## config.mk

```make
export PLATFORM = sky130hd
export DESIGN_NAME = spike_index_sink
export DESIGN_NICKNAME = d
export VERILOG_FILES = /design/src/rtl/network_config.sv /design/src/rtl/sink_config.sv /design/src/rtl/lowest_set_index.sv /design/src/rtl/spike_index_sink.sv
export SDC_FILE = /design/constraint.sdc
export NUM_CORES = 1
export LEC_CHECK = 0
export ABC_CLOCK_PERIOD_IN_PS = 2830
export CORE_MARGIN = 2
export CORE_UTILIZATION = 31
export DETAILED_ROUTE_END_ITERATION = 8
export GPL_ROUTABILITY_DRIVEN = 0
export SETUP_SLACK_MARGIN = 0.4
export SLEW_MARGIN = 15
export SYNTH_ARGS = -nofsm -noshare
export SYNTH_HDL_FRONTEND = slang
export SYNTH_SLANG_ARGS = --single-unit
```

## constraint.sdc

```tcl
create_clock -name clk -period 2.83 [get_ports clk]
set_input_delay 0.4245 -clock clk [delete_from_list [all_inputs] [get_ports clk]]
set_output_delay 0.4245 -clock clk [all_outputs]
set_load 0.05 [all_outputs]
```

## src/rtl/network_config.sv

```systemverilog
// Network-wide sizing shared by the core and its sinks.
package network_config;
  localparam int NET_NUM_OUT = 8;
endpackage

```

## src/rtl/sink_config.sv

```systemverilog
// Sink word sizing, FSM encoding and the popcount helper for spike_index_sink.
package sink_config;
  localparam int SNK_WIDTH  = $clog2(network_config::NET_NUM_OUT + 1);
  localparam int NUM_CHUNKS = (network_config::NET_NUM_OUT + SNK_WIDTH - 1) / SNK_WIDTH;
  // Widest vector whose popcount still fits in a SNK_WIDTH word.
  localparam int POP_WIDTH  = (1 << SNK_WIDTH) - 1;

  localparam int MODE_INDEX  = 0;
  localparam int MODE_BITMAP = 1;

  typedef enum logic [1:0] {IDLE, COUNT, DRAIN} sink_state_t;

  function automatic logic [SNK_WIDTH-1:0] popcount(input logic [POP_WIDTH-1:0] v);
    logic [SNK_WIDTH-1:0] c;
    c = '0;
    for (int i = 0; i < POP_WIDTH; i++) begin
      c = c + SNK_WIDTH'(v[i]);
    end
    return c;
  endfunction
endpackage

```

## src/rtl/lowest_set_index.sv

```systemverilog
// Combinational priority encoder: index of the lowest set bit plus an any-set flag.
module lowest_set_index #(
  parameter int WIDTH = 8,
  parameter int IDX_W = 4
) (
  input  logic [WIDTH-1:0] vec,
  output logic [IDX_W-1:0] idx,
  output logic             any
);
  // Scan downward so the lowest set bit wins the last assignment.
  always_comb begin
    idx = '0;
    for (int i = WIDTH - 1; i >= 0; i--) begin
      if (vec[i]) idx = IDX_W'(i);
    end
  end

  assign any = |vec;
endmodule

```

## src/rtl/spike_index_sink.sv

```systemverilog
// Captures one network output vector and drains it as a count word followed by
// either fired indices (MODE 0) or raw bitmap chunks (MODE 1), one word per handshake.
module spike_index_sink
  import sink_config::*;
#(
  parameter int NUM_OUT = network_config::NET_NUM_OUT,
  parameter int MODE    = MODE_INDEX
) (
  input  logic                 clk,
  input  logic                 arstn,
  input  logic                 net_valid,
  output logic                 net_ready,
  input  logic [NUM_OUT-1:0]   net_out,
  input  logic                 snk_ready,
  output logic                 snk_valid,
  output logic [SNK_WIDTH-1:0] snk
);
  localparam int CHUNKS = (NUM_OUT + SNK_WIDTH - 1) / SNK_WIDTH;
  localparam int PTR_W  = $clog2(CHUNKS + 1);
  localparam int PAD_W  = CHUNKS * SNK_WIDTH;

  sink_state_t          state_reg;
  logic [NUM_OUT-1:0]   vec_reg;
  logic [SNK_WIDTH-1:0] cnt_reg;
  logic [PTR_W-1:0]     ptr_reg;
  logic [SNK_WIDTH-1:0] snk_reg;
  logic                 snk_valid_reg;
  logic                 net_ready_reg;

  logic [NUM_OUT-1:0]   cur_bit;
  logic [NUM_OUT-1:0]   vec_cleared;
  logic [NUM_OUT-1:0]   enc_in;
  logic [SNK_WIDTH-1:0] enc_idx;
  logic                 enc_any;
  logic [PTR_W-1:0]     ptr_sel;
  logic [PAD_W-1:0]     vec_pad;
  logic [SNK_WIDTH-1:0] chunk_next;
  logic [SNK_WIDTH-1:0] pop;

  // In DRAIN the current index is still set in vec_reg; the encoder looks
  // ahead at the vector with it cleared so the next word can be registered.
  always_comb begin
    cur_bit     = NUM_OUT'(1) << snk_reg;
    vec_cleared = vec_reg & ~cur_bit;
    enc_in      = (state_reg == DRAIN) ? vec_cleared : vec_reg;
    ptr_sel     = (state_reg == COUNT) ? '0 : ptr_reg + PTR_W'(1);
    vec_pad     = PAD_W'(vec_reg);
    chunk_next  = SNK_WIDTH'(vec_pad >> (int'(ptr_sel) * SNK_WIDTH));
    pop         = popcount(POP_WIDTH'(net_out));
  end

  lowest_set_index #(
    .WIDTH (NUM_OUT),
    .IDX_W (SNK_WIDTH)
  ) u_lowest_set_index (
    .vec (enc_in),
    .idx (enc_idx),
    .any (enc_any)
  );

  always_ff @(posedge clk or negedge arstn) begin
    if (!arstn) begin
      state_reg     <= IDLE;
      vec_reg       <= '0;
      cnt_reg       <= '0;
      ptr_reg       <= '0;
      snk_reg       <= '0;
      snk_valid_reg <= 1'b0;
      net_ready_reg <= 1'b1;
    end else begin
      case (state_reg)
        IDLE: begin
          if (net_valid) begin
            vec_reg       <= net_out;
            cnt_reg       <= pop;
            ptr_reg       <= '0;
            snk_reg       <= pop;
            snk_valid_reg <= 1'b1;
            net_ready_reg <= 1'b0;
            state_reg     <= COUNT;
          end
        end
        COUNT: begin
          if (snk_ready) begin
            if (MODE == MODE_BITMAP) begin
              snk_reg   <= chunk_next;
              state_reg <= DRAIN;
            end else if (cnt_reg == '0) begin
              snk_reg       <= '0;
              snk_valid_reg <= 1'b0;
              net_ready_reg <= 1'b1;
              state_reg     <= IDLE;
            end else begin
              snk_reg   <= enc_idx;
              state_reg <= DRAIN;
            end
          end
        end
        DRAIN: begin
          if (snk_ready) begin
            if (MODE == MODE_BITMAP) begin
              if (ptr_reg == PTR_W'(CHUNKS - 1)) begin
                snk_reg       <= '0;
                snk_valid_reg <= 1'b0;
                net_ready_reg <= 1'b1;
                state_reg     <= IDLE;
              end else begin
                ptr_reg <= ptr_reg + PTR_W'(1);
                snk_reg <= chunk_next;
              end
            end else begin
              vec_reg <= vec_cleared;
              if (!enc_any) begin
                snk_reg       <= '0;
                snk_valid_reg <= 1'b0;
                net_ready_reg <= 1'b1;
                state_reg     <= IDLE;
              end else begin
                snk_reg <= enc_idx;
              end
            end
          end
        end
        default: begin
          snk_valid_reg <= 1'b0;
          net_ready_reg <= 1'b1;
          state_reg     <= IDLE;
        end
      endcase
    end
  end

  assign net_ready = net_ready_reg;
  assign snk_valid = snk_valid_reg;
  assign snk       = snk_reg;
endmodule

```

==> metrics.txt <==
# TYPE chip_impl_metric gauge
chip_impl_metric{name="switching_share",unit="%"} 48.2
chip_impl_metric{name="p_per_area",unit="nW/um^2"} 1080
chip_impl_info{name="end_kind",value="register"} 1
chip_impl_metric{name="synth-seq-area-share",unit="%"} 30.2
chip_impl_metric{name="critical-path-max-stage-delay",unit="ns"} 0.52
chip_impl_metric{name="net-switching-power",unit="mW"} 1.11
chip_impl_info{name="critical-path-top-cell-by-count",value="sky130_fd_sc_hd__fa_1"} 1
chip_impl_metric{name="tns",unit="ns"} -0.0925
chip_impl_metric{name="worstPathRequired",unit="ns"} 2.99
chip_impl_metric{name="final_hold_vio_count",unit=""} 0
chip_impl_metric{name="clock_insertion_delay_worst_skew",unit="ns"} 0.27
chip_impl_metric{name="fin_worst_skew",unit="ns"} 0.00169
chip_impl_metric{name="drv_slew",unit=""} 0
chip_impl_metric{name="worst_slack",unit="ns"} -0.0533
chip_impl_metric{name="post-route-cell-area",unit="um^2"} 2140
chip_impl_metric{name="dr.first_iter.drc_count",unit=""} 168
chip_impl_metric{name="power_frac_comb",unit="%"} 58.9
chip_impl_metric{name="grt_usage",unit="%"} 16.2
chip_impl_metric{name="clkPwrFrac",unit="%"} 13.0
chip_impl_metric{name="flow.area_growth_from_synthesis",unit="%"} 28.4
chip_impl_metric{name="synth_warn",unit=""} 0
chip_impl_info{name="failed_checks",value="negative setup slack"} 1
chip_impl_metric{name="drc",unit=""} 0
chip_impl_metric{name="detail_route.wirelength",unit="um"} 4650
chip_impl_info{name="cts_tree",value="built"} 1
chip_impl_metric{name="via_count_of_the_first_global_routing_pass",unit=""} 1600
chip_impl_metric{name="cts.reportedPaths.clkPinSlew",unit="ns"} 0.08
chip_impl_metric{name="placementRows",unit=""} 26
chip_impl_info{name="cpMaxStageDelayCell",value="sky130_fd_sc_hd__fa_1"} 1
chip_impl_metric{name="fmax",unit="GHz"} 0.347
chip_impl_info{name="setup.worst_path.start_class",value="input port"} 1
chip_impl_metric{name="maxCapViolations",unit=""} 0
chip_impl_metric{name="io_buffer_count",unit=""} 17
chip_impl_metric{name="synth_nets",unit=""} 212
chip_impl_metric{name="max_transition_margin",unit="%"} 52.3
chip_impl_metric{name="antenna_violations_before_repair",unit=""} 0
chip_impl_metric{name="leakagePower",unit="nW"} 0.878
chip_impl_metric{name="post_dp_cell_area",unit="um^2"} 2000
chip_impl_info{name="synthFlopType",value="sky130_fd_sc_hd__dfrtp_1"} 1
chip_impl_metric{name="seq_power_share",unit="%"} 28.1
chip_impl_metric{name="synthArstFlopShare",unit="%"} 100
chip_impl_metric{name="critical_path.n_buffers_inverters",unit=""} 4
chip_impl_info{name="cp_top_family",value="adder cells"} 1
chip_impl_info{name="outcome",value="complete, but fails checks"} 1
chip_impl_metric{name="hpwl",unit="um"} 3370
chip_impl_metric{name="setup-violations-final",unit=""} 2
chip_impl_metric{name="finalNetCount",unit=""} 243
chip_impl_metric{name="diodes",unit=""} 0
chip_impl_metric{name="largest_reg_flops",unit=""} 8
chip_impl_metric{name="die-area",unit="um^2"} 5970
chip_impl_metric{name="final_antenna_net_count",unit=""} 0
chip_impl_metric{name="synth-seq-cells",unit=""} 20
chip_impl_metric{name="netlist_instances",unit=""} 189
chip_impl_metric{name="power.ir.vdd_worst",unit="uV"} 311
chip_impl_metric{name="drt-vias-per-instance",unit=""} 5.43
chip_impl_metric{name="total_overflow_reported_by_the_global_router",unit=""} 0
chip_impl_metric{name="proportion_of_layout_cells_with_a_drive_suffix_above_1",unit="%"} 20.1
chip_impl_metric{name="critical_path_peak_fanout",unit=""} 2
chip_impl_info{name="crit_chain",value="buf_6 -> fa_1 -> inv_1 -> fa_1 -> fa_1 -> inv_2 -> ha_4 -> inv_2 -> fa_2 -> xor2_2 -> nor2_1 -> mux2i_1 -> nand2_1"} 1
chip_impl_metric{name="internal_power",unit="mW"} 1.19
chip_impl_metric{name="worst_pin_slew",unit="ns"} 0.706
chip_impl_metric{name="synth_enable_flop_cells",unit=""} 0
chip_impl_metric{name="floorplan.initialDensity",unit="%"} 32.4
chip_impl_metric{name="synth_cell_types",unit=""} 54
chip_impl_info{name="clockRootBuffer",value="sky130_fd_sc_hd__clkbuf_8"} 1
chip_impl_metric{name="h-tree-depth",unit=""} 1
chip_impl_metric{name="num_vias",unit=""} 1570
chip_impl_metric{name="die_w",unit="um"} 77.3
chip_impl_metric{name="timing.critical_path.arrival",unit="ns"} 3.04
chip_impl_metric{name="core_region_area",unit="um^2"} 5140
chip_impl_metric{name="post-route-period-util",unit="%"} 102
chip_impl_metric{name="final.min_clock_period",unit="ns"} 2.88
chip_impl_metric{name="drt_pre_antenna_iters",unit=""} 4
chip_impl_metric{name="cts.sink_count",unit=""} 20
chip_impl_info{name="critPathKind",value="input port to register"} 1
chip_impl_info{name="layout_common_cells",value="sky130_fd_sc_hd__o21ai_0 (19), sky130_fd_sc_hd__dfrtp_1 (19), sky130_fd_sc_hd__inv_1 (16), sky130_fd_sc_hd__buf_4 (16), sky130_fd_sc_hd__clkdlybuf4s50_1 (14)"} 1
chip_impl_metric{name="die_y",unit="um"} 77.3
chip_impl_metric{name="post_synth.cell_area_avg",unit="um^2"} 8.80
chip_impl_metric{name="grt_pass1_wl",unit="um"} 7790
chip_impl_metric{name="clk_path_buf_depth",unit=""} 2
chip_impl_metric{name="largest_net_degree_at_the_start_of_global_routing",unit=""} 21
chip_impl_metric{name="cts_buffers",unit=""} 3
chip_impl_metric{name="mappedNetlistArea",unit="um^2"} 1660
chip_impl_metric{name="wl_per_cell",unit="um"} 16.1
chip_impl_info{name="hp-class",value="input port to async pin"} 1
chip_impl_metric{name="ios",unit=""} 18
chip_impl_info{name="rsz0062_at_grt",value="yes"} 1
worst reg2reg max path, cell delays in order, from the launching register on:
cell,delay [ns]
sky130_fd_sc_hd__dfrtp_1,0.44
sky130_fd_sc_hd__inv_1,0.16
sky130_fd_sc_hd__ha_4,0.22
sky130_fd_sc_hd__buf_4,0.14
sky130_fd_sc_hd__nand4bb_2,0.26
sky130_fd_sc_hd__nor3_4,0.26
sky130_fd_sc_hd__o311ai_2,0.18
sky130_fd_sc_hd__o311ai_1,0.36
sky130_fd_sc_hd__o31a_1,0.19
repair_timing:
| action | in CTS | in global routing |
|---|---|---|
| buffers inserted | 1 | 2 |
| pin swaps | 8 | 4 |
| hold buffers | 0 | 0 |
| gates resized for setup | 15 | 9 |
| setup endpoints to repair | 8 | 11 |
power by group through the flow:
stage	registers, mW	clock network (mW)	logic, mW
floorplan	0.678	0	0.860
global placement	0.631	0	1.26
detailed placement	0.632	0	1.27
CTS	0.627	0.305	1.29
global route	0.669	0.314	1.48
finish	0.646	0.300	1.35
logic make-up after synthesis:
logic type               count (synthesis)  share of synthesized area [%]
AO/OA/AOI/OAI                           73                           31.7
AND/OR/NAND/NOR                         57                           19.9
buffers and inverters                   25                           6.39
flip-flops                              20                           30.2
adder cells (fa/ha/maj)                 11                           10.1
multiplexers                             2                           1.20
XOR/XNOR                                 1                          0.526
synthesized netlist by cell type, drive strengths merged (3+ instances only):
master / n / area share [%]
nand3: 10 / 3.0
nor2b: 9 / 3.4
a211oi: 3 / 2.1
a21o: 3 / 1.4
inv: 18 / 4.1
nor3: 8 / 3.0
nor2: 6 / 1.4
fa: 4 / 4.8
clkbuf: 4 / 0.90
o311ai: 5 / 3.1
dfrtp: 19 / 29
buf: 3 / 1.4
nand2: 12 / 2.7
ha: 7 / 5.3
a21oi: 9 / 2.7
o21ai: 27 / 8.8
o22a: 7 / 3.7
through the flow:
| stage | utilization, % | hold WS [ns] | setup WS [ns] | std cells | power (mW) |
|---|---|---|---|---|---|
| 3_5_place_dp | 38.8 | 0.498 | -0.710 | 282 | 1.91 |
| 2_1_floorplan | - | 0.129 | -0.111 | 189 | 1.54 |
| 3_3_place_gp | 38.8 | 0.500 | -0.674 | 282 | 1.89 |
| 4_1_cts | 40.3 | 0.511 | -0.168 | 287 | 2.22 |
| 5_1_grt | 41.6 | 0.531 | -0.144 | 289 | 2.46 |
| 6_report | 41.6 | 0.496 | -0.0533 | 289 | 2.30 |
final timing paths:
| path | from | endpoint | slack (ns) | depth (start not counted) |
|---|---|---|---|---|
| max | net_out[0] | snk[2] | -0.05 | 13 |
| min in group clk | net_ready | net_ready | 0.52 | 2 |
| min | arstn | vec_pad[3] | 0.50 | 2 |
| max in group asynchronous | arstn | net_ready | 2.06 | 2 |
| max reg2reg | state_reg[0] | snk_valid | 0.56 | 8 |
| min reg2reg | net_ready | net_ready | 0.52 | 2 |
layer usage:
metal	wire length, um	GRT usage (%)	part of all wire [%]
met1	2080	21.3	45
met2	2300	27.0	50
met3	161	2.00	3.5
met4	101	6.61	2.2
met5	0	0	0
layout make-up:
type,instances,area [um^2]
fillers,534,3000
well taps,70,87.6
multi-input cells,144,1130
repair buffers,33,282
inverters,18,67.6
clock buffers,3,41.3
flip-flops and latches,20,502
clock inverters,1,30.0
No activity file was read; power rests on OpenSTA's default activity.
